===== config.mk =====
export PLATFORM = sky130hd
export DESIGN_NAME = pipe_stage_reg
export DESIGN_NICKNAME = d
export VERILOG_FILES = /design/src/rtl/pipe_pkg.sv /design/src/rtl/pipe_slot.sv /design/src/rtl/pipe_stage_reg.sv
export SDC_FILE = /design/constraint.sdc
export NUM_CORES = 1
export LEC_CHECK = 0
export CAP_MARGIN = 20
export CORE_AREA = 2 2 139 141
export DETAILED_ROUTE_END_ITERATION = 7
export DIE_AREA = 0 0 141 143
export DONT_BUFFER_PORTS = 1
export SETUP_SLACK_MARGIN = 0.3
export SKIP_CTS_REPAIR_TIMING = 1
export SLEW_MARGIN = 40
export SYNTH_ARGS = -nofsm -noshare
export SYNTH_HDL_FRONTEND = slang
export SYNTH_HIERARCHICAL = 1
export SYNTH_SLANG_ARGS = --single-unit

===== constraint.sdc =====
create_clock -name clk -period 5.3 [get_ports clk]
set_input_delay 1.06 -clock clk [delete_from_list [all_inputs] [get_ports clk]]
set_output_delay 1.06 -clock clk [all_outputs]
set_load 0.02 [all_outputs]

===== src/rtl/pipe_pkg.sv =====
// rtl/pipe_pkg.sv - shared types and per-boundary layout constants for pipe_stage_reg
package pipe_pkg;

    typedef enum logic [1:0] {
        EMPTY = 2'd0,
        ONE   = 2'd1,
        FULL  = 2'd2
    } pipe_state_t;

    // Payload / control widths at each boundary of the 5-stage core
    localparam int IFID_DATA_W  = 64;
    localparam int IFID_CTRL_W  = 4;
    localparam int IDEX_DATA_W  = 160;
    localparam int IDEX_CTRL_W  = 8;
    localparam int EXMEM_DATA_W = 112;
    localparam int EXMEM_CTRL_W = 6;
    localparam int MEMWB_DATA_W = 80;
    localparam int MEMWB_CTRL_W = 4;

    // ID/EX payload layout (LSB offsets and widths)
    localparam int IDEX_PC_LSB    = 0;
    localparam int IDEX_PC_W      = 32;
    localparam int IDEX_RS1V_LSB  = 32;
    localparam int IDEX_RS2V_LSB  = 64;
    localparam int IDEX_IMM_LSB   = 96;
    localparam int IDEX_OPND_W    = 32;
    localparam int IDEX_RD_LSB    = 128;
    localparam int IDEX_RS1_LSB   = 133;
    localparam int IDEX_RS2_LSB   = 138;
    localparam int IDEX_REG_W     = 5;
    localparam int IDEX_CYCLE_LSB = 143;
    localparam int IDEX_CYCLE_W   = 17;

    // IF/ID payload layout
    localparam int IFID_PC_LSB    = 0;
    localparam int IFID_INSN_LSB  = 32;

endpackage


===== src/rtl/pipe_slot.sv =====
// rtl/pipe_slot.sv - single pipeline entry holding valid, data and ctrl
module pipe_slot #(
    parameter int DATA_W = 160,
    parameter int CTRL_W = 8
) (
    input  logic              clk,
    input  logic              rst,
    input  logic              load,
    input  logic              clear,
    input  logic [DATA_W-1:0] data_d,
    input  logic [CTRL_W-1:0] ctrl_d,
    output logic              valid,
    output logic [DATA_W-1:0] data,
    output logic [CTRL_W-1:0] ctrl
);

    // Load wins over clear; clear drops valid and zeroes ctrl but leaves data untouched
    always_ff @(posedge clk) begin
        if (rst) begin
            valid <= 1'b0;
            data  <= '0;
            ctrl  <= '0;
        end else if (load) begin
            valid <= 1'b1;
            data  <= data_d;
            ctrl  <= ctrl_d;
        end else if (clear) begin
            valid <= 1'b0;
            ctrl  <= '0;
        end
    end

endmodule


===== src/rtl/pipe_stage_reg.sv =====
// rtl/pipe_stage_reg.sv - inter-stage pipeline register with handshake, flush, kill and optional skid
module pipe_stage_reg
    import pipe_pkg::*;
#(
    parameter int DATA_W = 160,
    parameter int CTRL_W = 8,
    parameter int SKID   = 0,
    parameter int CNT_W  = 16
) (
    input  logic              clk,
    input  logic              rst,
    input  logic              in_valid,
    output logic              in_ready,
    input  logic [DATA_W-1:0] in_data,
    input  logic [CTRL_W-1:0] in_ctrl,
    input  logic              kill_in,
    input  logic              flush,
    output logic              out_valid,
    input  logic              out_ready,
    output logic [DATA_W-1:0] out_data,
    output logic [CTRL_W-1:0] out_ctrl,
    output logic [CNT_W-1:0]  bubble_cnt
);

    logic              accept;
    logic              drain;
    logic [CTRL_W-1:0] cap_ctrl;

    assign accept   = in_valid & in_ready & ~flush;
    assign drain    = out_valid & out_ready;
    assign cap_ctrl = kill_in ? '0 : in_ctrl;

    generate
        if (SKID == 0) begin : gen_single
            logic              main_valid;
            logic [DATA_W-1:0] main_data;
            logic [CTRL_W-1:0] main_ctrl;

            assign in_ready = out_ready | ~main_valid;

            pipe_slot #(.DATA_W(DATA_W), .CTRL_W(CTRL_W)) u_main (
                .clk    (clk),
                .rst    (rst),
                .load   (accept),
                .clear  (flush | drain),
                .data_d (in_data),
                .ctrl_d (cap_ctrl),
                .valid  (main_valid),
                .data   (main_data),
                .ctrl   (main_ctrl)
            );

            assign out_valid = main_valid;
            assign out_data  = main_data;
            assign out_ctrl  = main_ctrl;
        end else begin : gen_skid
            pipe_state_t       state;
            logic              main_load;
            logic              main_clear;
            logic              skid_load;
            logic              skid_clear;
            logic [DATA_W-1:0] main_d;
            logic [CTRL_W-1:0] main_c;
            logic              main_valid;
            logic [DATA_W-1:0] main_data;
            logic [CTRL_W-1:0] main_ctrl;
            logic              skid_valid;
            logic [DATA_W-1:0] skid_data;
            logic [CTRL_W-1:0] skid_ctrl;

            // in_ready comes straight from a flop, so there is no path from out_ready
            assign in_ready = ~skid_valid;

            // Slot steering: main reloads from input or from skid, skid only fills from ONE
            always_comb begin
                main_load  = 1'b0;
                skid_load  = 1'b0;
                skid_clear = 1'b0;
                main_d     = in_data;
                main_c     = cap_ctrl;
                case (state)
                    EMPTY: main_load = accept;
                    ONE: begin
                        main_load = accept & drain;
                        skid_load = accept & ~drain;
                    end
                    FULL: begin
                        main_load  = drain & ~flush;
                        skid_clear = drain;
                        main_d     = skid_data;
                        main_c     = skid_ctrl;
                    end
                    default: main_load = 1'b0;
                endcase
                main_clear = flush | (drain & ~main_load);
                skid_clear = skid_clear | flush;
            end

            // Occupancy FSM tracking how many slots hold a beat
            always_ff @(posedge clk) begin
                if (rst || flush) begin
                    state <= EMPTY;
                end else begin
                    case (state)
                        EMPTY: if (accept) state <= ONE;
                        ONE: begin
                            if (accept && !drain) state <= FULL;
                            else if (drain && !accept) state <= EMPTY;
                        end
                        FULL: if (drain) state <= ONE;
                        default: state <= EMPTY;
                    endcase
                end
            end

            pipe_slot #(.DATA_W(DATA_W), .CTRL_W(CTRL_W)) u_main (
                .clk    (clk),
                .rst    (rst),
                .load   (main_load),
                .clear  (main_clear),
                .data_d (main_d),
                .ctrl_d (main_c),
                .valid  (main_valid),
                .data   (main_data),
                .ctrl   (main_ctrl)
            );

            pipe_slot #(.DATA_W(DATA_W), .CTRL_W(CTRL_W)) u_skid (
                .clk    (clk),
                .rst    (rst),
                .load   (skid_load),
                .clear  (skid_clear),
                .data_d (in_data),
                .ctrl_d (cap_ctrl),
                .valid  (skid_valid),
                .data   (skid_data),
                .ctrl   (skid_ctrl)
            );

            assign out_valid = main_valid;
            assign out_data  = main_data;
            assign out_ctrl  = main_ctrl;
        end
    endgenerate

    // Saturating count of beats accepted with their ctrl killed
    always_ff @(posedge clk) begin
        if (rst) begin
            bubble_cnt <= '0;
        end else if (accept && kill_in && (bubble_cnt != {CNT_W{1'b1}})) begin
            bubble_cnt <= bubble_cnt + 1'b1;
        end
    end

endmodule


==> load_flow_metrics.sql <==
INSERT INTO impl_metrics (metric_group, metric, value, unit) VALUES
('run_status', 'run_status', 'complete, no violations', ''),
('clock_tree', 'cts_buffers', '17', ''),
('timing', 'setup_total_negative_slack', '0', 'ns'),
('critical_path', 'arrival', '3.27', 'ns'),
('synth', 'synth_net_count', '855', ''),
('timing', 'timing_max_transition_violations_final', '0', ''),
('global_route', 'antenna_found_initial', '0', ''),
('critical_path', 'critical_path.endpoint_type', 'flip-flop', ''),
('critical_path', 'cpLargestDelayFamily', 'simple AND/OR/NAND/NOR gates', ''),
('critical_path', 'critPathRequiredTime', '5.60', 'ns'),
('floorplan', 'design.core.area', '18600', 'µm²'),
('synth', 'yosysWarnings', '6', ''),
('synth', 'synth.avg_cell_area', '10.7', 'µm²'),
('clock_tree', 'cts_htree_levels', '4', ''),
('global_route', 'grt_max_degree', '199', ''),
('synth', 'yosysUniqueCellTypes', '46', ''),
('synth', 'synth-seq-cells', '185', ''),
('synth', 'synth_cells', '680', ''),
('final_layout', 'drive_gt1_frac', '0.0990', ''),
('floorplan', 'die_x', '141', 'µm'),
('drt', 'number_of_drc_markers_in_iteration_0', '169', ''),
('timing', 'unrepaired_setup_endpoints_after_global_routing', 'no', ''),
('clock_tree', 'cts_tree', 'built', ''),
('drt', 'drt-pass1-iter-count', '4', ''),
('power', 'irDropWorstVdd', '0.204', 'mV'),
('place', 'port-buffer-count', '0', ''),
('final_layout', 'layout_commonest_cell', 'sky130_fd_sc_hd__dfxtp_1', ''),
('global_route', 'globalRoute.totalOverflow', '0', ''),
('drt', 'drt_wl_total', '17.3', 'mm'),
('place', 'place.gp.congestion', '0.829', ''),
('final_layout', 'area_growth', '6.77', '%'),
('drt', 'route.detailed.wl_per_inst', '19.3', 'µm'),
('synth', 'synth_sequential_area_ratio', '0.509', ''),
('final_layout', 'post-route-util', '0.418', ''),
('clock_tree', 'cts_sink_count', '185', ''),
('synth', 'post_synth_instance_area', '7280', 'µm²'),
('run', 'drv.max_cap_violation_count', '0', ''),
('critical_path', 'crit_chain', 'nand2b_1, and2_4, buf_4, mux2i_1, nor2_1', ''),
('global_route', 'via_count_of_the_first_global_routing_pass', '4411', ''),
('timing', 'final.min_clock_period', '2.97', 'ns'),
('clock_tree', 'clock_insertion_delay_worst_skew', '0.42', 'ns'),
('timing', 'max_freq', '0.336', 'GHz'),
('timing', 'setup_clock_skew_after_layout', '0.0101', 'ns'),
('synth', 'synth_top_flop_cell', 'sky130_fd_sc_hd__dfxtp_1', ''),
('power', 'power.density', '381', 'nW/µm²'),
('critical_path', 'cp_num_buf_inv', '1', ''),
('timing', 'tightest_slew', '0.758', 'ns'),
('timing', 'finalHoldViolCount', '0', ''),
('clock_tree', 'ctsRootBufferMaster', 'sky130_fd_sc_hd__clkbuf_16', ''),
('critical_path', 'critical-path-max-stage-delay', '0.71', 'ns'),
('global_route', 'grt_pass1_wl', '25.3', 'mm'),
('drt', 'routed_via_density', '5.19', ''),
('critical_path', 'cpMaxStageDelayCell', 'sky130_fd_sc_hd__buf_4', ''),
('hold_path', 'worst_hold_path_class', 'flip-flop to flip-flop', ''),
('final_layout', 'finish.net_count', '829', ''),
('clock_tree', 'cts_max_path_buffers', '2', ''),
('drt', 'routed-via-count', '4677', ''),
('critical_path', 'timing.critical_path.from_type', 'input port', ''),
('floorplan', 'die_height', '143', 'µm'),
('global_route', 'grt_usage', '0.162', ''),
('floorplan', 'placement_rows', '50', ''),
('synth', 'number_of_synthesized_flops_with_an_enable_pin', '0', ''),
('synth', 'synthArstFlopShare', '0', ''),
('place', 'place_hpwl', '12.6', 'mm'),
('final_layout', 'fillers', '1759', ''),
('critical_path', 'cp_max_fo', '47', ''),
('timing', 'finalCritPeriodShare', '0.561', ''),
('timing', 'finalSetupViolCount', '0', ''),
('drt', 'final_antenna_net_count', '0', ''),
('floorplan', 'initial_utilization', '0.392', ''),
('timing', 'timing.slew.headroom', '0.495', ''),
('final_layout', 'diodes', '0', ''),
('power', 'leakage_power_total', '2.94', 'nW'),
('critical_path', 'crit_type', 'input port to flip-flop', ''),
('drt', 'drcViolationCount', '0', ''),
('clock_tree', 'worst_setup_hold_path_clk_slew', '0.07', 'ns'),
('floorplan', 'fp.dieArea', '20200', 'µm²'),
('power', 'final_total_pwr', '2.97', 'mW'),
('floorplan', 'io_pins', '360', ''),
('final_layout', 'layout_common_cells', 'sky130_fd_sc_hd__dfxtp_1 (185), sky130_fd_sc_hd__nor2_1 (170), sky130_fd_sc_hd__mux2i_1 (161), sky130_fd_sc_hd__nor2b_1 (18), sky130_fd_sc_hd__clkbuf_16 (17)', '');
## worst min-delay path: stages (launching register included)
cell and delay (ns):
sky130_fd_sc_hd__dfxtp_1 0.38, sky130_fd_sc_hd__inv_1 0.09, sky130_fd_sc_hd__o32ai_2 0.08
## sequential cells by signal, indices dropped and copies added (netlist names)
register,count
gen_single.u_main/data,160
gen_single.u_main/valid,1
gen_single.u_main/ctrl,8
bubble_cnt,16
## cell type report
| cell class | instances | area, µm² | area share |
|---|---|---|---|
| Sequential cell | 185 | 3700 | 0.476 |
| Multi-Input combinational cell | 439 | 3130 | 0.403 |
| Clock buffer | 17 | 425 | 0.0547 |
| Tap cell | 234 | 293 | 0.0377 |
| Clock inverter | 15 | 158 | 0.0203 |
| Inverter | 9 | 33.8 | 0.00435 |
| Timing Repair Buffer | 2 | 27.5 | 0.00354 |
## path summary, 6_finish.rpt
kind | cells past startpoint | from | slack, ns | to
max | 5 | out_ready | 2.33 | gen_single.u_main/data[112]
min | 2 | gen_single.u_main/ctrl[2] | 0.60 | gen_single.u_main/ctrl[2]
min reg2reg | 2 | gen_single.u_main/ctrl[2] | 0.60 | gen_single.u_main/ctrl[2]
max reg2reg | 5 | gen_single.u_main/valid | 2.54 | gen_single.u_main/data[112]
## report_power, final
group / total (mW) / internal [mW] / switching (mW)
combinational: 0.160 / 0.0799 / 0.0801
sequential: 1.58 / 1.45 / 0.127
clock: 1.23 / 0.631 / 0.595
total: 2.97 / 2.16 / 0.802
## cell usage after synthesis (3+ instances only)
cell type	count	area, µm²
sky130_fd_sc_hd__nor3_1	3	15.0
sky130_fd_sc_hd__mux2_4	7	105
sky130_fd_sc_hd__buf_8	14	210
sky130_fd_sc_hd__clkbuf_1	9	33.8
sky130_fd_sc_hd__and3_1	4	25.0
sky130_fd_sc_hd__buf_4	6	45.0
sky130_fd_sc_hd__a211oi_1	5	37.5
sky130_fd_sc_hd__a21oi_1	3	15.0
sky130_fd_sc_hd__nand2b_1	5	31.3
sky130_fd_sc_hd__buf_6	3	33.8
sky130_fd_sc_hd__dfxtp_1	185	3700
sky130_fd_sc_hd__nor2b_1	18	113
sky130_fd_sc_hd__o32ai_2	7	114
sky130_fd_sc_hd__nor2_1	170	638
sky130_fd_sc_hd__nand2_1	14	52.6
sky130_fd_sc_hd__buf_2	14	70.1
sky130_fd_sc_hd__nand3_1	7	35.0
sky130_fd_sc_hd__mux2i_1	161	1610
sky130_fd_sc_hd__inv_1	9	33.8
## metrics by stage
stage | instance area [µm²] | hold WS [ns] | cells | worst slack, ns
after floorplan | 7280 | 0.566 | 680 | 2.88
after global placement | 7190 | 0.591 | 869 | 2.01
after detailed placement | 7190 | 0.596 | 869 | 1.93
after CTS | 7770 | 0.608 | 901 | 2.38
after global routing | 7770 | 0.628 | 901 | 2.22
final | 7770 | 0.602 | 901 | 2.33
## per-layer routing
layer,vias up,global-route usage,wire [µm]
met3,19,0.0543,1430
li1,2256,-,-
met1,2194,0.178,6570
met2,208,0.286,8930
met5,-,0,0
met4,0,0.0658,414
## cells by family after synthesis
kind of cell | share of synthesized area
buffers and inverters | 0.0613
flip-flops | 0.509
AO/OA/AOI/OAI | 0.0368
AND/OR/NAND/NOR | 0.151
adder cells (fa/ha/maj) | 0.00172
multiplexers | 0.240
No activity file was read; power rests on OpenSTA's default activity.
